File: src/rtl/handshake_fifo_break_dv.sv
// Elastic token FIFO for a valid/ready dataflow channel. Valid, data and ready are
// all driven from registers, so the producer and consumer timing paths are decoupled.
module handshake_fifo_break_dv #(
    parameter int DATA_WIDTH = 14,
    parameter int NUM_SLOTS  = 4,
    localparam int CNT_W     = $clog2(NUM_SLOTS + 1),
    localparam int PTR_W     = (NUM_SLOTS > 1) ? $clog2(NUM_SLOTS) : 1
) (
    input  logic                  clk,
    input  logic                  rst,
    input  logic [DATA_WIDTH-1:0] ins,
    input  logic                  ins_valid,
    output logic                  ins_ready,
    output logic [DATA_WIDTH-1:0] outs,
    output logic                  outs_valid,
    input  logic                  outs_ready,
    output logic [CNT_W-1:0]      occupancy
);

    logic [DATA_WIDTH-1:0] r_mem [NUM_SLOTS];
    logic [PTR_W-1:0]      r_head;
    logic [PTR_W-1:0]      r_tail;
    logic [CNT_W-1:0]      r_count;

    logic w_push;
    logic w_pop;
    logic w_full;
    logic w_empty;

    // Depth need not be a power of two, so wrap on an explicit compare.
    function automatic logic [PTR_W-1:0] ptr_inc(input logic [PTR_W-1:0] p);
        if (p == PTR_W'(NUM_SLOTS - 1))
            return '0;
        else
            return p + PTR_W'(1);
    endfunction

    assign w_full  = (r_count == CNT_W'(NUM_SLOTS));
    assign w_empty = (r_count == '0);

    assign ins_ready  = !w_full;
    assign outs_valid = !w_empty;
    assign outs       = r_mem[r_head];
    assign occupancy  = r_count;

    assign w_push = ins_valid  & ins_ready;
    assign w_pop  = outs_valid & outs_ready;

    always_ff @(posedge clk or negedge rst) begin
        if (!rst) begin
            r_head  <= '0;
            r_tail  <= '0;
            r_count <= '0;
            for (int i = 0; i < NUM_SLOTS; i++)
                r_mem[i] <= '0;
        end else begin
            if (w_push) begin
                r_mem[r_tail] <= ins;
                r_tail        <= ptr_inc(r_tail);
            end
            if (w_pop)
                r_head <= ptr_inc(r_head);
            // Simultaneous push and pop leaves the count unchanged.
            case ({w_push, w_pop})
                2'b10:   r_count <= r_count + CNT_W'(1);
                2'b01:   r_count <= r_count - CNT_W'(1);
                default: r_count <= r_count;
            endcase
        end
    end

endmodule

File: config.mk
export PLATFORM = sky130hd
export DESIGN_NAME = handshake_fifo_break_dv
export DESIGN_NICKNAME = d
export VERILOG_FILES = /design/src/rtl/handshake_fifo_break_dv.sv
export SDC_FILE = /design/constraint.sdc
export NUM_CORES = 1
export LEC_CHECK = 0
export ABC_CLOCK_PERIOD_IN_PS = 2850
export CAP_MARGIN = 20
export CELL_PAD_IN_SITES_DETAIL_PLACEMENT = 1
export CELL_PAD_IN_SITES_GLOBAL_PLACEMENT = 1
export CORE_MARGIN = 3
export CORE_UTILIZATION = 44
export DETAILED_ROUTE_END_ITERATION = 10
export PLACE_DENSITY = 0.75
export SYNTH_ARGS = -nofsm -noshare
export SYNTH_HDL_FRONTEND = slang
export SYNTH_SLANG_ARGS = --single-unit
export TNS_END_PERCENT = 10
File: constraint.sdc
create_clock -name clk -period 2.85 [get_ports clk]
set_input_delay 0.285 -clock clk [delete_from_list [all_inputs] [get_ports clk]]
set_output_delay 0.285 -clock clk [all_outputs]
set_load 0.005 [all_outputs]
=== Yosys cells after proc, flatten, opt, wreduce, memory -nomap -nowiden ===
Index checks and enable logic that the tools add are counted.

* Div/mod/pow operators: 0
* Eq/ne operators: 5
* Muxes and demuxes: 9
* $add $sub $neg: 4
* Multiply operators: 0
* Bitwise operators: 4
* Magnitude comparators: 3
* Shift operators: 0
* Reductions and logical operators: 5

{| class="wikitable"
|+ Operators by type and width
! cell !! count
|-
| $bwmux 56 || 1
|-
| $mux 14 || 3
|-
| $bmux 14 s2 || 1
|-
| $demux 14 s2 || 1
|-
| $eq 2x2->1 const B || 3
|-
| $ge 3x3->1 const B || 2
|-
| $not 2->3 || 2
|-
| $pmux 3 s2 || 1
|-
| $add 2x1->2 const B || 2
|-
| $mux 2 || 2
|-
| $add 3x1->3 const B || 1
|-
| $eq 3x3->1 const B || 1
|-
| $logic_not 3->1 || 1
|-
| $lt 3x1->1 const B || 1
|-
| $sub 3x1->3 const B || 1
|-
| $and 1x1->1 || 2
|-
| $eq 2x1->1 const B || 1
|-
| $logic_not 1->1 || 2
|-
| $reduce_bool 2->1 || 1
|-
| $logic_and 1x1->1 || 1
|}

* Memory bits (writable): 0
* Latch bits: 0
* ROM bits: 0
* Input port bits: 18
* Memories: 0
* Word-level logic and storage cells: 37
* Flip-flop bits (word level): 63

=== Longest topological paths before layout ===
Gate-level depths: netlist of the first run.

* Word-level depth: 6
* Gate-level depth with buffers: 9
* Mapped depth without buffers: 9

=== Least setup slack after synthesis of the first run ===
OpenSTA, ideal clock, no wires.

* Path type: register -> register
* From: register r_count[0] (netlist: occupancy[0])
* To: register r_count[2] (netlist: occupancy[2])
* Clock period less this slack: 2.054 ns
* Library setup time: 0.079 ns
* Arrival time: 1.975 ns
* Path slack: 0.796 ns
* Required time: 2.771 ns
* Cell stages (with the launch flop): 10
* Buffers on the path: 1
* Cell sequence: dfrtp_1 > or3b_1 > buf_2 > nand2_1 > ha_1 > inv_1 > fa_1 > xor2_1 > nor2_1 > xor2_1

* Longest elaborated chain between the ends: 5

{| class="wikitable"
|+ RTL lines
! item !! line !! text
|-
| from (decl) || 23 || <nowiki>logic [CNT_W-1:0] r_count;</nowiki>
|-
| from (signal assigned) || 65 || <nowiki>2'b10: r_count <= r_count + CNT_W'(1);</nowiki>
|-
| from (signal assigned) || 66 || <nowiki>2'b01: r_count <= r_count - CNT_W'(1);</nowiki>
|-
| from (signal assigned) || 67 || <nowiki>default: r_count <= r_count;</nowiki>
|-
| $eq 3x3->1 (*) || 38 || <nowiki>assign w_full = (r_count == CNT_W'(NUM_SLOTS));</nowiki>
|-
| $logic_not 1->1 (*) || 41 || <nowiki>assign ins_ready = !w_full;</nowiki>
|-
| named net ins_ready || 13 || <nowiki>output logic ins_ready,</nowiki>
|-
| $and 1x1->1 (*) || 46 || <nowiki>assign w_push = ins_valid & ins_ready;</nowiki>
|-
| $eq 2x1->1 / $eq 2x2->1 (equally long branches) || 64 || <nowiki>case ({w_push, w_pop})</nowiki>
|-
| $pmux 3 s2 / $reduce_bool 2->1 (equally long branches) || - ||
|}

Mark *: on every way through the listed nets, which the timed path passes. The rest lies on a longest branch.
A chain may end at the register's enable or synchronous reset.

=== Worst setup path after layout of the first run ===
* From: register r_head[1]
* To: output port outs[12]

* Longest elaborated chain between the ends: 4

{| class="wikitable"
|+ RTL lines
! item !! line !! text
|-
| from (decl) || 21 || <nowiki>logic [PTR_W-1:0] r_head;</nowiki>
|-
| from (signal assigned) || 62 || <nowiki>r_head <= ptr_inc(r_head);</nowiki>
|-
| $not 2->3 (implied by the code) || 43 || <nowiki>assign outs = r_mem[r_head];</nowiki>
|-
| $bmux 14 s2 || 43 ||
|-
| $mux 14 (implied by the code) (2 in series) || 43 ||
|-
| to (decl) || 14 || <nowiki>output logic [DATA_WIDTH-1:0] outs,</nowiki>
|}

Every way passes these cells. The select of a mux whose other input is x is not followed.

==> results of run 1 <==
[routing by layer]
| layer | global-route usage [%] | vias up | share of wire [%] |
|---|---|---|---|
| li1 | - | 724 | - |
| met1 | 21.8 | 876 | 43 |
| met2 | 31.2 | 29 | 52 |
| met3 | 6.75 | 9 | 3.6 |
| met4 | 6.50 | 0 | 1.6 |
| met5 | 0 | - | 0 |
[worst register-to-register path: cells and delay by family (launching register included)]
family / cells / cell delay, ns
flops: 1 / 0.44
fa+ha+maj: 2 / 0.59
buf+inv: 1 / 0.07
simple gates: 3 / 0.75
xor+xnor: 2 / 0.32
[cells by family after synthesis]
family,Yosys count
fa+ha+maj,7
simple gates,11
buf+inv,18
mux,75
xor+xnor,3
flops,63
[layout make-up]
cell class	instances	area, sq um	area share (%)
clock buffers	9	124	3.36
clock inverters	7	103	2.78
inverters	6	22.5	0.610
multi-input cells	96	1330	36.1
flip-flops and latches	63	1580	42.7
well taps	93	116	3.15
repair buffers	44	418	11.3
[what timing repair did]
action	CTS	global route
setup endpoints to repair	0	0
resized for setup	0	0
hold buffers	1	0
hold endpoints to repair	20	0
[power by group through the flow]
stage | combinational (W) | clock [W] | sequential [W]
6_report | 0.00213 | 0.000883 | 0.00170
3_3_place_gp | 0.00208 | 0 | 0.00164
5_1_grt | 0.00231 | 0.000956 | 0.00176
2_1_floorplan | 0.00152 | 0 | 0.00156
3_5_place_dp | 0.00216 | 0 | 0.00172
4_1_cts | 0.00218 | 0.000904 | 0.00170
[state kept, by name, indices dropped and copies added, names as in the netlist]
| signal | cells |
|---|---|
| r_mem | 56 |
| r_tail | 2 |
| occupancy | 3 |
| r_head | 2 |
[through the flow]
step | instance area, sq um | power (W)
floorplan | 3070 | 0.00308
global placement | 3450 | 0.00373
detailed placement | 3450 | 0.00388
CTS | 3690 | 0.00479
global route | 3690 | 0.00502
finish | 3690 | 0.00472
[cells in the final DEF (no fill, tap or decap)]
cell type        count
and3_1               4
buf_2                1
buf_4                7
bufinv_16            2
clkbuf_8             9
clkdlybuf4s50_1     35
clkinv_4             1
clkinvlp_4           1
dfrtp_1             63
dlygate4sd3_1        1
fa_1                 1
ha_1                 6
inv_1                6
inv_6                3
mux2_2              20
mux2_4              40
mux2i_1              1
mux4_2              14
nand2_1              2
nor2_1               3
or3_1                1
or3b_1               1
xnor2_1              1
xor2_1               2
[worst min path at each step]
stage	startpoint	to	slack, ns	cells past startpoint
after floorplan	rst	occupancy[0]	-0.01	0
after global placement	rst	r_mem[4]	0.25	1
after detailed placement	rst	r_mem[32]	0.27	1
after CTS	rst	r_mem[14]	0.43	2
after global routing	rst	r_mem[28]	0.45	2
final	rst	r_mem[14]	0.43	2
==> impl_results.md, run 1 <==
* WL final at 6.40 mm
* DRT iter0 DRCs at 30
* YS warnings at 0
* Switching Fraction at 29.5%
* Share of cells above drive strength 1 at 43.6%
* Capture point of the worst reg-to-reg path: occupancy[2]
* Worst-path cell chain: mux4_2, clkdlybuf4s50_1
* Post-DP HPWL at 4.52 mm
* Main combinational cell family by area after synthesis: multiplexers
* Power share of the combinational group at 45.2%
* Flop pwr share at 36.1%
* Slew margin rel. at 46.8%
* Clock Power Share at 18.7%
* Clock root cell: clkbuf_8
* DRT Pass-1 Iters at 4
* Post-Synth Adder-Cell Area at 3.09%
* Worst slew pin tran at 0.797 ns
* Worst setup SP type: flop
* Arr. time, crit path at 2.10 ns
* First-pass GRT wire length at 10.4 mm
* Area growth from synthesis to layout at 20.1%
* Inserted Diodes at 0
* Commonest cells in the netlist: dfrtp_1, mux2_4, mux2_2, mux4_2
* Final core occ at 56.2%
* Max-Cap Viols at 0
* Fillers at 614
* Synth Area per Inst at 17.4 sq um
* Outcome: complete, no violations
* Mux contribution to synthesized area at 37.4%
* Final setup margin at 0.466 ns
* Synth Area in Compound Gates at 0%
* Initial antenna violation count at 0
* Area of the die at 0.00803 sq mm
* Net switching power at 0.00139 W
* Synth area leaders: dfrtp_1, mux2_4, mux4_2
* GRT overflow at 0
* Layout Nets at 245
* Post-Syn Area at 0.00307 sq mm
* VDD IR-drop max at 0.522 mV
* I/O pin cnt at 37
* Initial Util at 46.8%
* Xor and xnor area share after synthesis at 0.855%
* Worst Hold Slack at 0.425 ns
* Worst setup path end: outs[12]
* IO Port Bufs at 36
* Number of global-route vias before repair at 1957
* Routed len/inst at 20.1 microns
* CTS Buffer Depth at 2
* Ys flop type: dfrtp_1
* Simple-Gate Fraction of Synth Area at 1.91%
* Clock Latency Late Sink at 0.35 ns
* Levels on crit path at 2
* Std-Cell Rows at 29
* DRC violations left at 0
* Critical Path Source: r_head[1]
* Pwr Density at 1280 mW/mm^2
* Via density at 5.15
* TNS Setup at 0 ns
* Hold Path Class: in -> async
* Post-Place Cells at 301
* Post-CTS Setup Bufs at 0
* Die Y at 89.6 microns
* Top cell type's share of synthesized area at 51.3%
* Cell taking the most area after synthesis: dfrtp_1
* CTS tree: yes
* Cell variety after synth at 19
* Syn Inst Count at 177
* Pin count of the biggest net entering global routing at 44
* DR vias at 1638
* R2r startpoint: occupancy[0]
* Top-count cell post-synth: dfrtp_1
* Period utilization at 83.7%
* Slowest CP cell: dfrtp_1
* Worst path max stage delay at 0.87 ns
* Flop2flop setup slack at 0.62 ns
* Asr flop ratio synth at 100%
* Non-Filler Instances at 318
* H-tree depth at 3
* FF+latch count, synth at 63
* FMAX at 0.419 GHz
* Final setup vio count at 0
* CTS sink cnt at 63
* R2r worst-path depth at 8
* Unrepaired setup endpoints after global routing: no
* DRT antenna net count at 0
* Final hold violation count at 0
* Static Leak at 1.63 nW
* Slew Limit Fails at 0
* Post-synthesis sequential area ratio at 51.3%
* Final GP Congestion at 0.735
* Number of flops mapped to enable cells by yosys at 0
* Overall global routing resource usage at 18.5%
* Core area at 0.00657 sq mm
* Setup WS pre-CTS at 0.615 ns
* Setup CP Type: reg -> out
* Crit end category: primary output
* Chip Width at 89.6 microns
* Syn Nets at 202
* P_int at 0.00332 W
* TritonCTS buffer count at 9
* Clock transition at path regs at 0.08 ns
* WP buf/inv at 1
* Worst Clk Skew at 0.0100 ns
* Crit-path leading delay family: flip-flops
* Required time of the worst setup path at 2.57 ns
* Final min period at 2.38 ns
* CP max FO at 16
(Power assumes the default switching activity.)
==> run 2: changes to the inputs <==
--- a/config.mk
+++ b/config.mk
@@ -5,7 +5,7 @@
 export SDC_FILE = /design/constraint.sdc
 export NUM_CORES = 1
 export LEC_CHECK = 0
-export ABC_CLOCK_PERIOD_IN_PS = 2850
+export ABC_CLOCK_PERIOD_IN_PS = 2350
 export CAP_MARGIN = 20
 export CELL_PAD_IN_SITES_DETAIL_PLACEMENT = 1
 export CELL_PAD_IN_SITES_GLOBAL_PLACEMENT = 1
==> constraint.sdc (replaced) <==
create_clock -name clk -period 2.35 [get_ports clk]
set_input_delay 0.235 -clock clk [delete_from_list [all_inputs] [get_ports clk]]
set_output_delay 0.235 -clock clk [all_outputs]
set_load 0.005 [all_outputs]
==> run 2 against run 1 <==
  * Routed wire length is 9.1% higher
  * Clock power is 25% higher
  * Combinational power is 26% higher
  * Critical endpoint is now occupancy[2]
  * Largest power group unchanged
==> impl_results.md, run 2 (synthesized netlist as in run 1, its figures left out) <==
* Outcome: complete, no violations
* Largest register FFs at 56
* TNS Setup at 0 ns
* GRT overflow at 0
* Post-CTS Setup Bufs at 0
* Arr. time, crit path at 2.50 ns
* Static Leak at 1.65 nW
* Final hold violation count at 0
* DRT antenna net count at 0
* First-pass GRT wire length at 11.4 mm
* Setup WS pre-CTS at 0.0647 ns
* Pin count of the biggest net entering global routing at 25
* WL final at 6.98 mm
* R2r worst-path depth at 8
* Hold Path Class: in -> async
* VDD IR-drop max at 0.607 mV
* Die Y at 89.6 microns
* Flop2flop setup slack at 0.09 ns
* Worst Hold Slack at 0.397 ns
* DR vias at 1668
* Overall global routing resource usage at 19.8%
* Share of cells above drive strength 1 at 46.9%
* Area growth from synthesis to layout at 21.9%
* Unrepaired setup endpoints after global routing: no
* Clock Latency Late Sink at 0.33 ns
* Period utilization at 96.0%
* Via density at 5.20
* Crit end category: flop
* I/O pin cnt at 37
* Worst slew pin tran at 0.502 ns
* TritonCTS buffer count at 9
* Post-DP HPWL at 4.80 mm
* Final GP Congestion at 0.762
* Final setup vio count at 0
* Slew margin rel. at 66.6%
* IO Port Bufs at 36
* Pwr Density at 1570 mW/mm^2
* Final setup margin at 0.0935 ns
* Core area at 0.00657 sq mm
* Biggest register: r_mem
* Std-Cell Rows at 29
* Commonest non-fill, non-tap cell in the layout: dfrtp_1
* CTS Buffer Depth at 2
* CP max FO at 6
* Initial antenna violation count at 0
* Chip Width at 89.6 microns
* Placed Area at 0.00350 sq mm
* Required time of the worst setup path at 2.60 ns
* DRT Pass-1 Iters at 4
* Max-Cap Viols at 0
* Highest-count cells in the layout ignoring fill and taps: dfrtp_1, mux2_4, clkdlybuf4s50_1, mux2_2, mux4_2
* DRT iter0 DRCs at 45
* Final min period at 2.26 ns
* Initial Util at 46.8%
* H-tree depth at 3
* Routed len/inst at 21.8 microns
* Fillers at 627
* CTS tree: yes
* Slew Limit Fails at 0
* Area of the die at 0.00803 sq mm
* Clock root cell: clkbuf_8
* DRC violations left at 0
* Worst Clk Skew at 0.00802 ns
* Post-layout instance area at 0.00375 sq mm
* CTS sink cnt at 63
* Overall power at 0.00588 W
* Setup CP Type: reg -> reg
* Inserted Diodes at 0
* Number of global-route vias before repair at 2023
* Worst setup SP type: flop
* Layout Nets at 249
* FMAX at 0.443 GHz
* Clock transition at path regs at 0.07 ns
## run 2: cell count changes in the layout (fill, tap and decap cells not counted), sizes merged
cell      delta
buf          +4
clkbuf       +3
clkinvlp     -1
inv          -3
## run 2: worst paths after layout
| path | from | endpoint |
|---|---|---|
| max | occupancy[0] | occupancy[2] |
| min | rst | r_mem[19] |
| max reg2reg | occupancy[0] | occupancy[2] |
| min reg2reg | r_mem[11] | r_mem[11] |
| max in group asynchronous | rst | r_mem[20] |
| min in group clk | r_mem[11] | r_mem[11] |
## run 2: metal layers
| metal | GRT usage [%] | part of all wire, % |
|---|---|---|
| met5 | 0 | 0 |
| met4 | 6.77 | 1.4 |
| met3 | 5.02 | 3.6 |
| met2 | 33.5 | 52 |
| met1 | 24.7 | 43 |
## run 2: cell type report
| cell class | count | area (sq um) | area share (%) |
|---|---|---|---|
| clock buffer | 12 | 165 | 4.41 |
| clock inverter | 3 | 65.1 | 1.74 |
| inverter | 6 | 22.5 | 0.601 |
| multi-input combinational | 96 | 1340 | 35.7 |
| sequential | 63 | 1580 | 42.2 |
| tap | 93 | 116 | 3.10 |
| timing repair buffer | 48 | 460 | 12.3 |
## run 2: report_power, final
part | leakage, nW | internal [W] | total (W) | switching (W)
combinational | 0.793 | 0.00183 | 0.00268 | 0.000858
sequential | 0.743 | 0.00166 | 0.00210 | 0.000438
clock | 0.118 | 0.000677 | 0.00110 | 0.000420
total | 1.65 | 0.00416 | 0.00588 | 0.00172
## run 2: what timing repair did
item	4_1_cts	5_1_grt
setup endpoints to repair	3	2
endpoints found under the hold margin	19	0
gates cloned	0	0
gates resized for setup	1	5
hold buffers	1	0
pin swaps	0	1
## run 2: critical path: stages, from the launching register on
cell and delay [ns]:
dfrtp_2 0.44, or3b_4 0.42, nand2_2 0.11, ha_2 0.21, inv_1 0.06, fa_1 0.41
xor2_1 0.17, nor2_1 0.18, xor2_1 0.18
## run 2: per-stage QoR
| step | std cells | utilization, % |
|---|---|---|
| after floorplan | 177 | - |
| final | 321 | 57.1 |
| after CTS | 321 | 56.9 |
| after detailed placement | 305 | 53.2 |
| after global placement | 305 | 53.2 |
| after global routing | 321 | 57.1 |
==> run 3: changes to the inputs <==
--- a/config.mk
+++ b/config.mk
@@ -9,7 +9,7 @@
 export CAP_MARGIN = 20
 export CELL_PAD_IN_SITES_DETAIL_PLACEMENT = 1
 export CELL_PAD_IN_SITES_GLOBAL_PLACEMENT = 1
-export CORE_MARGIN = 3
+export CORE_MARGIN = 2
 export CORE_UTILIZATION = 44
 export DETAILED_ROUTE_END_ITERATION = 10
 export PLACE_DENSITY = 0.75
==> run 3 against run 2 <==
  * Critical path depth unchanged
  * Die area decreased by 4.4%
  * Core utilization decreased by 3.0 points
  * Hold slack improved by 0.11 ns
  * Combinational power decreased by 3%
  * Largest cell class unchanged
  * Critical endpoint unchanged
  * Final cell count increased by 0.31%
  * Flip-flop and latch count unchanged
  * First-iteration DRC count increased by 67%
  * Clock-buffer cell count decreased by 1
  * Via count decreased by 1.4%
  * Setup slack improved by 0.017 ns
  * Largest power group unchanged
  * Clock skew increased by 0.0026 ns
==> impl_results.md, run 3 (synthesized netlist as in run 1, its figures left out) <==
* WL final at 6.25 mm
* VDD IR-drop max at 0.692 mV
* Placed Area at 0.00347 sq mm
* Routed len/inst at 19.4 microns
* Clock transition at path regs at 0.07 ns
* FMAX at 0.446 GHz
* H-tree depth at 3
* Slowest CP cell: or3b_1
* Biggest register: r_mem
* Overall global routing resource usage at 17.9%
* Share of cells above drive strength 1 at 43.8%
* Largest register FFs at 56
* Post-Place Cells at 305
* CTS sink cnt at 63
* DRT Pass-1 Iters at 4
* CTS tree: yes
* DRC violations left at 0
* Die Y at 87.6 microns
* Final setup vio count at 0
* GRT overflow at 0
* Static Leak at 1.61 nW
* CTS Buffer Depth at 2
* TritonCTS buffer count at 9
* Post-CTS Setup Bufs at 0
* Final core occ at 54.1%
* Final min period at 2.24 ns
* Post-layout instance area at 0.00368 sq mm
* Worst slew pin tran at 0.738 ns
* Area of the die at 0.00767 sq mm
* Pwr Density at 1520 mW/mm^2
* Flop2flop setup slack at 0.11 ns
* Overall power at 0.00558 W
* Pin count of the biggest net entering global routing at 35
* Setup CP Type: reg -> reg
* Commonest non-fill, non-tap cell in the layout: dfrtp_1
* Crit end category: flop
* Max-Cap Viols at 0
* Core area at 0.00679 sq mm
* Chip Width at 87.6 microns
* I/O pin cnt at 37
* Outcome: complete, no violations
* Hold Path Class: in -> async
* Highest-count cells in the layout ignoring fill and taps: dfrtp_1, mux2_4, clkdlybuf4s50_1, mux2_2, mux4_2
* TNS Setup at 0 ns
* Worst setup SP type: flop
* Non-Filler Instances at 322
* Area growth from synthesis to layout at 19.6%
* Initial Util at 45.2%
* Clock root cell: clkbuf_8
* DRT iter0 DRCs at 75
* Arr. time, crit path at 2.49 ns
* Unrepaired setup endpoints after global routing: no
* Worst Clk Skew at 0.0106 ns
* Worst-path cell chain: or3b_1, nand2_1, ha_1, inv_1, fa_1, xor2_1, nor2_1, xor2_1
* CP max FO at 6
* Layout Nets at 246
* Clock Latency Late Sink at 0.33 ns
* Std-Cell Rows at 30
* Slew margin rel. at 50.8%
* Final hold violation count at 0
* Cell mode on critical path: xor2_1
* DR vias at 1644
* Initial antenna violation count at 0
* Number of global-route vias before repair at 1930
* Final GP Congestion at 0.750
* Period utilization at 95.3%
* Slew Limit Fails at 0
* Via density at 5.11
* Worst path max stage delay at 0.46 ns
* First-pass GRT wire length at 10.1 mm
* IO Port Bufs at 36
* Inserted Diodes at 0
* DRT antenna net count at 0
* Required time of the worst setup path at 2.60 ns
* Post-DP HPWL at 4.28 mm
[run 3: changes by cell type in the layout (fill, tap and decap cells not counted), moves of 2 or more]
cell and delta:
buf_4 -2, clkbuf_8 -2, clkinvlp_4 +3, dfrtp_1 +2, dfrtp_2 -2
[run 3: what timing repair did]
action | in CTS | in global routing
resized for setup | 1 | 0
endpoints found under the hold margin | 32 | 0
hold buffers | 1 | 0
endpoints found under the setup margin | 7 | 0
[run 3: layout make-up]
cell class / count / area, sq um
Fill cell: 639 / 3120
Sequential cell: 63 / 1580
Multi-Input combinational cell: 96 / 1330
Timing Repair Buffer: 45 / 425
Clock buffer: 11 / 141
Tap cell: 96 / 120
Clock inverter: 5 / 57.6
Inverter: 6 / 22.5
[run 3: path summary, 6_finish.rpt]
check / startpoint / endpoint / cells past startpoint
max: occupancy[0] / occupancy[2] / 8
min: rst / r_mem[53] / 2
max reg2reg: occupancy[0] / occupancy[2] / 8
min reg2reg: r_mem[12] / r_mem[12] / 1
max in group asynchronous: rst / r_mem[15] / 3
min in group clk: r_mem[12] / r_mem[12] / 1
[run 3: metrics by stage]
stage | hold slack, ns | worst slack (ns)
2_1_floorplan | -0.0606 | 0.296
3_3_place_gp | 0.319 | 0.285
3_5_place_dp | 0.349 | 0.111
4_1_cts | 0.511 | 0.0834
5_1_grt | 0.529 | 0.00220
6_report | 0.503 | 0.110
[run 3: worst max-delay path: cells and delay by family (launching register included)]
kind / cells / cell delay (ns)
xor gates and xnor gates: 2 / 0.32
adders and majority gates: 2 / 0.60
buffers and inverters: 1 / 0.06
DFF: 1 / 0.43
and+or+nand+nor: 3 / 0.74
[run 3: metal layers]
layer	track usage (%)	share of wire, %	vias to the layer above	routed length, microns
met2	31.1	52	33	3280
met3	4.52	3.3	4	206
li1	-	-	727	-
met1	22.2	43	880	2710
met4	5.45	0.86	0	54
met5	0	0	-	0
[run 3: report_power, final]
group	internal [W]	total (W)	switching, W
logic	0.00177	0.00259	0.000816
registers	0.00165	0.00206	0.000406
clock network	0.000517	0.000935	0.000418
